===== src/rtl/cpu_pkg.sv =====
// -----------------------------------------------------------------------------
// cpu_pkg
// Shared definitions for the CPU pipeline: datapath widths, ALU opcode
// encoding and the EX-stage control bundle carried through ID/EX.
// -----------------------------------------------------------------------------
package cpu_pkg;

    localparam int DATA_W = 32;
    localparam int REG_AW = 5;
    localparam int OP_W   = 4;

    // ALU opcode encoding shared with the execute-stage ALU.
    localparam logic [OP_W-1:0] ALU_OP_ADD = 4'b0000;
    localparam logic [OP_W-1:0] ALU_OP_SUB = 4'b0001;
    localparam logic [OP_W-1:0] ALU_OP_AND = 4'b0010;
    localparam logic [OP_W-1:0] ALU_OP_OR  = 4'b0011;
    localparam logic [OP_W-1:0] ALU_OP_XOR = 4'b0100;
    localparam logic [OP_W-1:0] ALU_OP_SLT = 4'b0101;
    localparam logic [OP_W-1:0] ALU_OP_SLL = 4'b0110;
    localparam logic [OP_W-1:0] ALU_OP_SRL = 4'b0111;

    // Control bits that travel with an instruction into EX.
    typedef struct packed {
        logic regwrite;
        logic memread;
        logic memwrite;
        logic alusrc;
    } ex_ctrl_t;

endpackage


===== src/rtl/id_ex_stage_fwd_unit.sv =====
// -----------------------------------------------------------------------------
// fwd_unit
// Combinational forward-select for one source operand. The youngest producer
// (EX/MEM) wins over MEM/WB; register 0 is never forwarded.
//
// Ports:
//   i_idx            source register index of the operand
//   i_rf_data        value read from the register file in ID
//   i_exmem_*        EX/MEM write-back candidate (regwrite, rd, result)
//   i_memwb_*        MEM/WB write-back candidate (regwrite, rd, result)
//   o_data           forwarded operand value
// -----------------------------------------------------------------------------
module fwd_unit #(
    parameter int DATA_W = 32,
    parameter int REG_AW = 5
) (
    input  logic [REG_AW-1:0] i_idx,
    input  logic [DATA_W-1:0] i_rf_data,
    input  logic              i_exmem_regwrite,
    input  logic [REG_AW-1:0] i_exmem_rd,
    input  logic [DATA_W-1:0] i_exmem_result,
    input  logic              i_memwb_regwrite,
    input  logic [REG_AW-1:0] i_memwb_rd,
    input  logic [DATA_W-1:0] i_memwb_result,
    output logic [DATA_W-1:0] o_data
);

    logic w_hit_exmem;
    logic w_hit_memwb;

    assign w_hit_exmem = i_exmem_regwrite && (i_exmem_rd != '0) && (i_exmem_rd == i_idx);
    assign w_hit_memwb = i_memwb_regwrite && (i_memwb_rd != '0) && (i_memwb_rd == i_idx);

    // NOTE: every path through a combinational block assigns the output,
    // otherwise synthesis infers a latch to remember the missing case.
    always_comb begin
        o_data = i_rf_data;
        if (w_hit_exmem) begin
            o_data = i_exmem_result;
        end else if (w_hit_memwb) begin
            o_data = i_memwb_result;
        end
    end

endmodule


===== src/rtl/id_ex_stage.sv =====
// -----------------------------------------------------------------------------
// id_ex_stage
// ID/EX pipeline register feeding the execute-stage ALU. Registers decoded ID
// fields, forwards operands from EX/MEM and MEM/WB, detects load-use hazards
// (stalling IF/ID and inserting a bubble), and honours downstream stall and
// branch flush. Edge priority: flush > stall_in > load-use bubble > load.
//
// Optional build macro: IDEX_PERF_CNT_EN enables the bubble/flush performance
// counters; without it both counter ports read 0.
//
// Ports:
//   clk, rst_n                       clock, asynchronous active-low reset
//   id_*                             decoded instruction from ID
//   stall_in, flush                  downstream hold, branch redirect
//   exmem_*, memwb_*                 forwarding sources
//   ex_valid, ex_a, ex_b, ex_alu_op  ALU-facing outputs
//   ex_store_data, ex_rd, ex_*ctl    store data, destination, control bits
//   hazard_stall                     freeze PC and IF/ID on load-use
//   perf_bubble_cnt, perf_flush_cnt  performance counters
// -----------------------------------------------------------------------------
module id_ex_stage #(
    parameter int DATA_W = cpu_pkg::DATA_W,
    parameter int REG_AW = cpu_pkg::REG_AW,
    parameter int OP_W   = cpu_pkg::OP_W
) (
    input  logic              clk,
    input  logic              rst_n,
    input  logic              id_valid,
    input  logic [REG_AW-1:0] id_rs,
    input  logic [REG_AW-1:0] id_rt,
    input  logic [REG_AW-1:0] id_rd,
    input  logic [DATA_W-1:0] id_rs_data,
    input  logic [DATA_W-1:0] id_rt_data,
    input  logic [DATA_W-1:0] id_imm,
    input  logic [OP_W-1:0]   id_alu_op,
    input  logic              id_alusrc,
    input  logic              id_regwrite,
    input  logic              id_memread,
    input  logic              id_memwrite,
    input  logic              stall_in,
    input  logic              flush,
    input  logic              exmem_regwrite,
    input  logic [REG_AW-1:0] exmem_rd,
    input  logic [DATA_W-1:0] exmem_result,
    input  logic              memwb_regwrite,
    input  logic [REG_AW-1:0] memwb_rd,
    input  logic [DATA_W-1:0] memwb_result,
    output logic              ex_valid,
    output logic [DATA_W-1:0] ex_a,
    output logic [DATA_W-1:0] ex_b,
    output logic [OP_W-1:0]   ex_alu_op,
    output logic [DATA_W-1:0] ex_store_data,
    output logic [REG_AW-1:0] ex_rd,
    output logic              ex_regwrite,
    output logic              ex_memread,
    output logic              ex_memwrite,
    output logic              hazard_stall,
    output logic [31:0]       perf_bubble_cnt,
    output logic [31:0]       perf_flush_cnt
);

    import cpu_pkg::*;

    localparam ex_ctrl_t BUBBLE_CTRL = '0;

    logic              r_valid;
    ex_ctrl_t          r_ctrl;
    logic [REG_AW-1:0] r_rs;
    logic [REG_AW-1:0] r_rt;
    logic [REG_AW-1:0] r_rd;
    logic [DATA_W-1:0] r_rs_data;
    logic [DATA_W-1:0] r_rt_data;
    logic [DATA_W-1:0] r_imm;
    logic [OP_W-1:0]   r_alu_op;

    ex_ctrl_t          w_id_ctrl;
    logic              w_load_use;
    logic [DATA_W-1:0] w_fwd_rs;
    logic [DATA_W-1:0] w_fwd_rt;

    assign w_id_ctrl = '{regwrite: id_regwrite, memread: id_memread,
                         memwrite: id_memwrite, alusrc: id_alusrc};

    // A load in EX produces its value too late for the ID instruction.
    // rt only counts as a source when it feeds the ALU or is store data.
    assign w_load_use = r_valid && r_ctrl.memread && (r_rd != '0) && id_valid &&
                        ((r_rd == id_rs) ||
                         ((r_rd == id_rt) && (!id_alusrc || id_memwrite)));

    // A downstream hold already freezes the pipe, and a flush kills the
    // consumer, so neither needs a load-use stall.
    assign hazard_stall = w_load_use && !flush && !stall_in;

    // NOTE: sequential state uses non-blocking assignments so every register
    // samples the pre-edge values, independent of statement order.
    // Datapath registers are reset as well so ex_a/ex_b read a defined 0.
    always_ff @(posedge clk or negedge rst_n) begin
        if (!rst_n) begin
            r_valid   <= 1'b0;
            r_ctrl    <= BUBBLE_CTRL;
            r_rs      <= '0;
            r_rt      <= '0;
            r_rd      <= '0;
            r_rs_data <= '0;
            r_rt_data <= '0;
            r_imm     <= '0;
            r_alu_op  <= '0;
        end else if (flush || (!stall_in && w_load_use)) begin
            // Bubble: only valid and controls matter; data fields are don't-care.
            r_valid <= 1'b0;
            r_ctrl  <= BUBBLE_CTRL;
        end else if (!stall_in) begin
            r_valid   <= id_valid;
            r_ctrl    <= w_id_ctrl;
            r_rs      <= id_rs;
            r_rt      <= id_rt;
            r_rd      <= id_rd;
            r_rs_data <= id_rs_data;
            r_rt_data <= id_rt_data;
            r_imm     <= id_imm;
            r_alu_op  <= id_alu_op;
        end
    end

    fwd_unit #(.DATA_W(DATA_W), .REG_AW(REG_AW)) u_fwd_rs (
        .i_idx           (r_rs),
        .i_rf_data       (r_rs_data),
        .i_exmem_regwrite(exmem_regwrite),
        .i_exmem_rd      (exmem_rd),
        .i_exmem_result  (exmem_result),
        .i_memwb_regwrite(memwb_regwrite),
        .i_memwb_rd      (memwb_rd),
        .i_memwb_result  (memwb_result),
        .o_data          (w_fwd_rs)
    );

    fwd_unit #(.DATA_W(DATA_W), .REG_AW(REG_AW)) u_fwd_rt (
        .i_idx           (r_rt),
        .i_rf_data       (r_rt_data),
        .i_exmem_regwrite(exmem_regwrite),
        .i_exmem_rd      (exmem_rd),
        .i_exmem_result  (exmem_result),
        .i_memwb_regwrite(memwb_regwrite),
        .i_memwb_rd      (memwb_rd),
        .i_memwb_result  (memwb_result),
        .o_data          (w_fwd_rt)
    );

    assign ex_valid      = r_valid;
    assign ex_a          = w_fwd_rs;
    assign ex_b          = r_ctrl.alusrc ? r_imm : w_fwd_rt;
    assign ex_store_data = w_fwd_rt;
    assign ex_alu_op     = r_alu_op;
    assign ex_rd         = r_rd;
    assign ex_regwrite   = r_ctrl.regwrite;
    assign ex_memread    = r_ctrl.memread;
    assign ex_memwrite   = r_ctrl.memwrite;

`ifdef IDEX_PERF_CNT_EN
    logic [31:0] r_bubble_cnt;
    logic [31:0] r_flush_cnt;

    // Counters freeze under a downstream hold; wrap naturally at 2^32.
    always_ff @(posedge clk or negedge rst_n) begin
        if (!rst_n) begin
            r_bubble_cnt <= '0;
            r_flush_cnt  <= '0;
        end else if (!stall_in) begin
            if (hazard_stall) begin
                r_bubble_cnt <= r_bubble_cnt + 32'd1;
            end
            if (flush && id_valid) begin
                r_flush_cnt <= r_flush_cnt + 32'd1;
            end
        end
    end

    assign perf_bubble_cnt = r_bubble_cnt;
    assign perf_flush_cnt  = r_flush_cnt;
`else
    assign perf_bubble_cnt = '0;
    assign perf_flush_cnt  = '0;
`endif

endmodule


===== config.mk =====
export PLATFORM = sky130hd
export DESIGN_NAME = id_ex_stage
export DESIGN_NICKNAME = d
export VERILOG_FILES = /design/src/rtl/cpu_pkg.sv /design/src/rtl/id_ex_stage_fwd_unit.sv /design/src/rtl/id_ex_stage.sv
export SDC_FILE = /design/constraint.sdc
export NUM_CORES = 1
export LEC_CHECK = 0
export BUFFER_PORTS_ARGS = -buffer_cell sky130_fd_sc_hd__buf_4
export CAP_MARGIN = 20
export CORE_MARGIN = 1
export CORE_UTILIZATION = 30
export DETAILED_ROUTE_END_ITERATION = 10
export PLACE_DENSITY = 0.61
export SYNTH_ARGS = -nofsm -noshare
export SYNTH_HDL_FRONTEND = slang
export SYNTH_SLANG_ARGS = --single-unit

===== constraint.sdc =====
create_clock -name clk -period 7.9 [get_ports clk]
set_input_delay 1.58 -clock clk [delete_from_list [all_inputs] [get_ports clk]]
set_output_delay 1.58 -clock clk [all_outputs]
set_load 0.05 [all_outputs]

==> metrics.cfg, run 1 <==
[detailed_routing]
initialDrtViolationCount = 221
vias = 6315
routedWlPerCell_um = 19.41
drt_pass1_iterations = 4
viasPerCell = 4.813
drcViolationCount = 0
drt_wl_total_um = 25460
ant_nets = 0

[placed_design]
routabilityCongestion = 0.8361
hpwl_um = 18450
io_buffers = 309
post-place-ws_ps = 1703

[global_route]
gr-total-overflow = 0
grt_start_max_net_pins = 69
grt_pass1_wl_um = 38210
top_usage_layer = met2
use_met3_pct = 5.899
grt_pass1_vias = 6519
grt_use_met2_pct = 33.92
grt_use_met1_pct = 22.16
antenna_found_initial = 0
gr-usage-all-layers_pct = 19.43

[floorplan]
design.core.area_um2 = 25180
die_height_um = 162.3
row_count = 58
io_pins = 374
die_w_um = 162.3
die_area_um2 = 26330
initial_core_util_pct = 30.60

[worst_setup_path]
cpPeakStageDelay_ps = 940
critPathKind = in2out
critPathMostFrequentCell = buf_4
start_kind = input port
cp_top_family = simple AND/OR/NAND/NOR gates
reg2reg_from = ex_rd[1]
cp.depth = 8
cp_max_fo = 33
crit_arrival_ps = 4620
crit_required_ps = 6320
end_kind = output pin
cp_num_buf_inv = 3
slowest_stage = or2_4
cp-startpoint = exmem_rd[1]
critical_path.cell_chain = buf_4 > or4_4 > o211ai_4 > buf_4 > or2_4 > a31oi_1 > mux2_2 > buf_4
reg2reg_depth = 6

[sta]
rsz0062_at_grt = false
setup_viol = 0
fmax_mhz = 161.4
setup_slack_ps = 1703
setup_tns_ps = 0
finalCriticalPeriod_ps = 6197
relSlewSlack_pct = 27.00
worstMarginPinSlew_ps = 1090
skew_ps = 11.43
period_share_pct = 78.45
hold_slack_ps = 483.9
finalHoldViolCount = 0
maxSlewViolCount = 0

[clock_tree]
worstSkewPairLatency_ps = 420
ctsRootBufferMaster = clkbuf_16
htree_levels = 4
path_clk_slew_ps = 60
cts_resized = 0
clk_path_buf_depth = 2
cts_sinks = 120
postCtsSetupRepairBufs = 0
cts_buffers = 17
ctsHoldBuffers = 0
tritoncts = done

[synth]
ys_ff_latch = 120
syn-cell-area_um2 = 7705
synthTopCellsByArea = dfrtp_1, mux2_2, a31oi_4, buf_4, mux2i_1
yosysTopAreaCell = dfrtp_1
synth-edff-count = 0
netlist_instances = 679
synth_ff_type = dfrtp_1
synth_top_area_share_pct = 38.97
avgSynthCellArea_um2 = 11.35
ys_types = 39
ys_seq_area_share_pct = 38.97
ys_async_sr_fraction_pct = 100.0
yosys-top-cells-count = dfrtp_1, mux2_2, buf_4
ys_warn_count = 0

[pwr]
total_power_mw = 2.644
leakage_nw = 4.527
peakVddDrop_uv = 108.6
power_density_nw_per_um2 = 248.9

[status]
status = complete, no violations

[flow_run]
timing.max_cap.violations = 0

[cells_and_area]
insertedDiodeCount = 0
fin_util_pct = 42.20
drive_gt1_share_pct = 52.14
finish.net_count = 1169
area_delta_synth_final_pct = 37.92
fillCellCount = 2473

[worst_hold_path]
hold_path_depth = 1
min_path_type = reg2reg
min_from = r_rt_data[16]

metal layers:
metal | vias to the layer above | wire (um)
met5 | - | 0
met4 | 0 | 674
met3 | 34 | 1996
met2 | 292 | 12720
met1 | 3085 | 10070
li1 | 2904 | -
where the power goes:
part	internal [mW]	switching (mW)	total, mW	leakage (nW)
sequential	0.703	0.0618	0.765	1.41
clock	0.441	0.327	0.768	0.271
combinational	0.391	0.721	1.11	2.84
total	1.54	1.11	2.64	4.53
sequential cells by signal (all words and copies together) (netlist names):
signal and count:
r_rs 5, r_rs_data 32, r_ctrl 1, r_rt_data 32, r_rt 5, ex_memread 1, ex_memwrite 1, ex_rd 5
r_imm 32, ex_regwrite 1, ex_alu_op 4, ex_valid 1
cell families after synthesis:
kind of cell	share of synthesized area [%]
mux	25.64
buf+inv	9.760
simple gates	8.168
compound gates	14.00
flops	38.97
xor+xnor	3.410
other cells	0.04867
final timing paths:
kind | endpoint | slack (ps)
max in group asynchronous | r_ctrl[0] | 5280
worst min-delay path | r_rt_data[16] | 480
min in group asynchronous | r_rs[2] | 1210
worst max register to register | r_imm[11] | 5620
worst max-delay path | ex_b[30] | 1700
worst min register to register | r_rt_data[16] | 480
placed cells by master (no fill, tap or decap), types with 2 or more instances in the layout:
master	count
a21oi_1	33
a31oi_1	2
a31oi_4	30
buf_4	319
clkbuf_16	17
clkinv_4	2
clkinvlp_4	3
conb_1	64
dfrtp_1	119
inv_1	2
inv_6	6
mux2_1	27
mux2_2	120
mux2i_1	32
nand2_1	8
nand3_1	35
nand4_1	3
nor2_1	35
nor2b_1	3
nor3_1	33
o211ai_4	2
o21ai_0	3
o21ai_1	32
o22ai_1	3
o41ai_1	2
or4_4	2
xnor2_1	23
xor2_1	7
cell type report:
class	instances	area (um^2)	share of cell area [%]
sequential	120	3004	28.27
tap	330	412.9	3.886
timing repair buffer	320	2406	22.64
clock inverter	14	138.9	1.307
multi-input combinational	508	4228	39.79
inverter	2	7.507	0.07065
clock buffer	18	429.2	4.039
metrics by stage:
step,instances,instance area (um^2)
2_1_floorplan,742,7941
3_3_place_gp,1279,10050
3_5_place_dp,1280,10060
4_1_cts,1312,10630
5_1_grt,1312,10630
6_report,1312,10630
No activity file was read; power rests on OpenSTA's default activity.
==> run 2, diff against run 1 <==
==> constraint.sdc (replaced) <==
create_clock -name clk -period 5.8 [get_ports clk]
set_input_delay 1.16 -clock clk [delete_from_list [all_inputs] [get_ports clk]]
set_output_delay 1.16 -clock clk [all_outputs]
set_load 0.05 [all_outputs]
==> run 2 against run 1 <==
  * Critical path depth did not move
  * Total power increased by 36%
  * Count of clock-buffer cells in the layout unchanged
  * Setup slack got worse by 640 ps
  * Wire length down 1.5%
  * Sequential share of layout area fell by 0.12 points
  * Via count is essentially flat
  * Sequential power grew 36%
==> metrics.cfg, run 2 (synthesis gave the netlist of run 1 again) <==
[cells_and_area]
regArea_um2 = 3004
drive_gt1_share_pct = 52.28
final_common_cell = buf_4
layout_common_cells = buf_4, mux2_2, dfrtp_1, conb_1
finish.net_count = 1172
fillCellCount = 2454
multi_input_area_um2 = 4228
insertedDiodeCount = 0
biggestRegsByFlops = r_imm x32, r_rs_data x32, r_rt_data x32
area_delta_synth_final_pct = 38.49

[sta]
worstMarginPinSlew_ps = 984.2
setup_tns_ps = 0
maxSlewViolCount = 0
skew_ps = 17.69
finalHoldViolCount = 0
relSlewSlack_pct = 34.39
rsz0062_at_grt = false
fmax_mhz = 210.9
finalCriticalPeriod_ps = 4742
hold_slack_ps = 483.9
period_share_pct = 81.76
setup_viol = 0

[clock_tree]
ctsRootBufferMaster = clkbuf_16
postCtsSetupRepairBufs = 0
cts_sinks = 120
ctsHoldBuffers = 0
tritoncts = done
htree_levels = 4
worstSkewPairLatency_ps = 420
cts_resized = 0
clk_path_buf_depth = 2
cts_buffers = 17
path_clk_slew_ps = 60

[worst_setup_path]
cpPeakStageDelay_ps = 750
crit_arrival_ps = 3580
cp_max_fo = 37
end_kind = output pin
slowest_stage = or4_2
r2r_setup_slack_ps = 3450
critPathKind = in2out
crit_required_ps = 4640
start_kind = input port
critical_path.cell_chain = buf_4 > or4_4 > o21ai_0 > or4_2 > buf_4 > nor2_1 > a21oi_1 > buf_4
critPathMostFrequentCell = buf_4

[pwr]
peakVddDrop_uv = 156.7
total_power_mw = 3.608
leakage_nw = 4.549
power_density_nw_per_um2 = 338.2

[global_route]
grt_use_met2_pct = 32.91
grt_pass1_wl_um = 37670
antenna_found_initial = 0
grt_use_met1_pct = 22.36
use_met3_pct = 5.286
gr-usage-all-layers_pct = 19.06
gr-total-overflow = 0
top_usage_layer = met2
grt_start_max_net_pins = 111
grt_pass1_vias = 6473

[floorplan]
design.core.area_um2 = 25180
initial_core_util_pct = 30.60
io_pins = 374
die_w_um = 162.3
row_count = 58
die_height_um = 162.3
die_area_um2 = 26330

[detailed_routing]
drcViolationCount = 0
drt_pass1_iterations = 4
drt_wl_total_um = 25070
routedWlPerCell_um = 19.07
ant_nets = 0
initialDrtViolationCount = 202
vias = 6314
viasPerCell = 4.802

[worst_hold_path]
min_path_type = reg2reg

[status]
status = complete, no violations

[placed_design]
io_buffers = 309
hpwl_um = 18230
routabilityCongestion = 0.8720

[flow_run]
timing.max_cap.violations = 0

run 2: cell count changes in the layout (fill, tap and decap cells not counted), sizes merged:
| cell | previous run | this run |
|---|---|---|
| inv | 9 | 8 |
| clkinv | 3 | 4 |
| buf | 320 | 323 |
run 2: per-layer routing:
layer,part of all wire [%],up-vias,wire (um)
met2,50,306,12500
met4,2.1,0,518
li1,-,2921,-
met3,7.2,26,1812
met1,41,3061,10240
met5,0,-,0
run 2: through the flow:
| step | worst slack [ps] | instance area (um^2) | cells | util, % |
|---|---|---|---|---|
| global placement | 1171 | 10100 | 1283 | 40.12 |
| detailed placement | 1112 | 10100 | 1283 | 40.12 |
| global route | 923.7 | 10670 | 1315 | 42.37 |
| CTS | 1043 | 10670 | 1315 | 42.37 |
| floorplan | 1105 | 7941 | 742 | - |
| finish | 1058 | 10670 | 1315 | 42.37 |
run 2: area by class of cell:
type	instances	area share (%)
clock buffers	18	4.022
clock inverters	14	1.302
inverters	2	0.07036
multi-input cells	508	39.62
flip-flops and latches	120	28.15
well taps	330	3.870
repair buffers	323	22.96
run 2: critical path, delay by kind of cell:
family,cells,cell delay [ps]
buf+inv,3,690
compound gates,2,350
simple gates,3,1360
run 2: power breakdown:
group | leakage (nW) | switching [mW] | total, mW | internal (mW)
clock | 0.270 | 0.450 | 1.05 | 0.601
sequential | 1.41 | 0.0827 | 1.04 | 0.958
combinational | 2.86 | 0.981 | 1.52 | 0.536
run 2: worst paths after layout:
path	end	from	depth (start not counted)
worst max-delay path	ex_a[22]	exmem_rd[1]	8
worst min-delay path	r_imm[27]	r_imm[27]	1
worst max register to register	r_rt_data[20]	ex_rd[1]	5
worst min register to register	r_imm[27]	r_imm[27]	1
max in group asynchronous	r_rt_data[3]	rst_n	2
min in group asynchronous	ex_rd[4]	rst_n	1
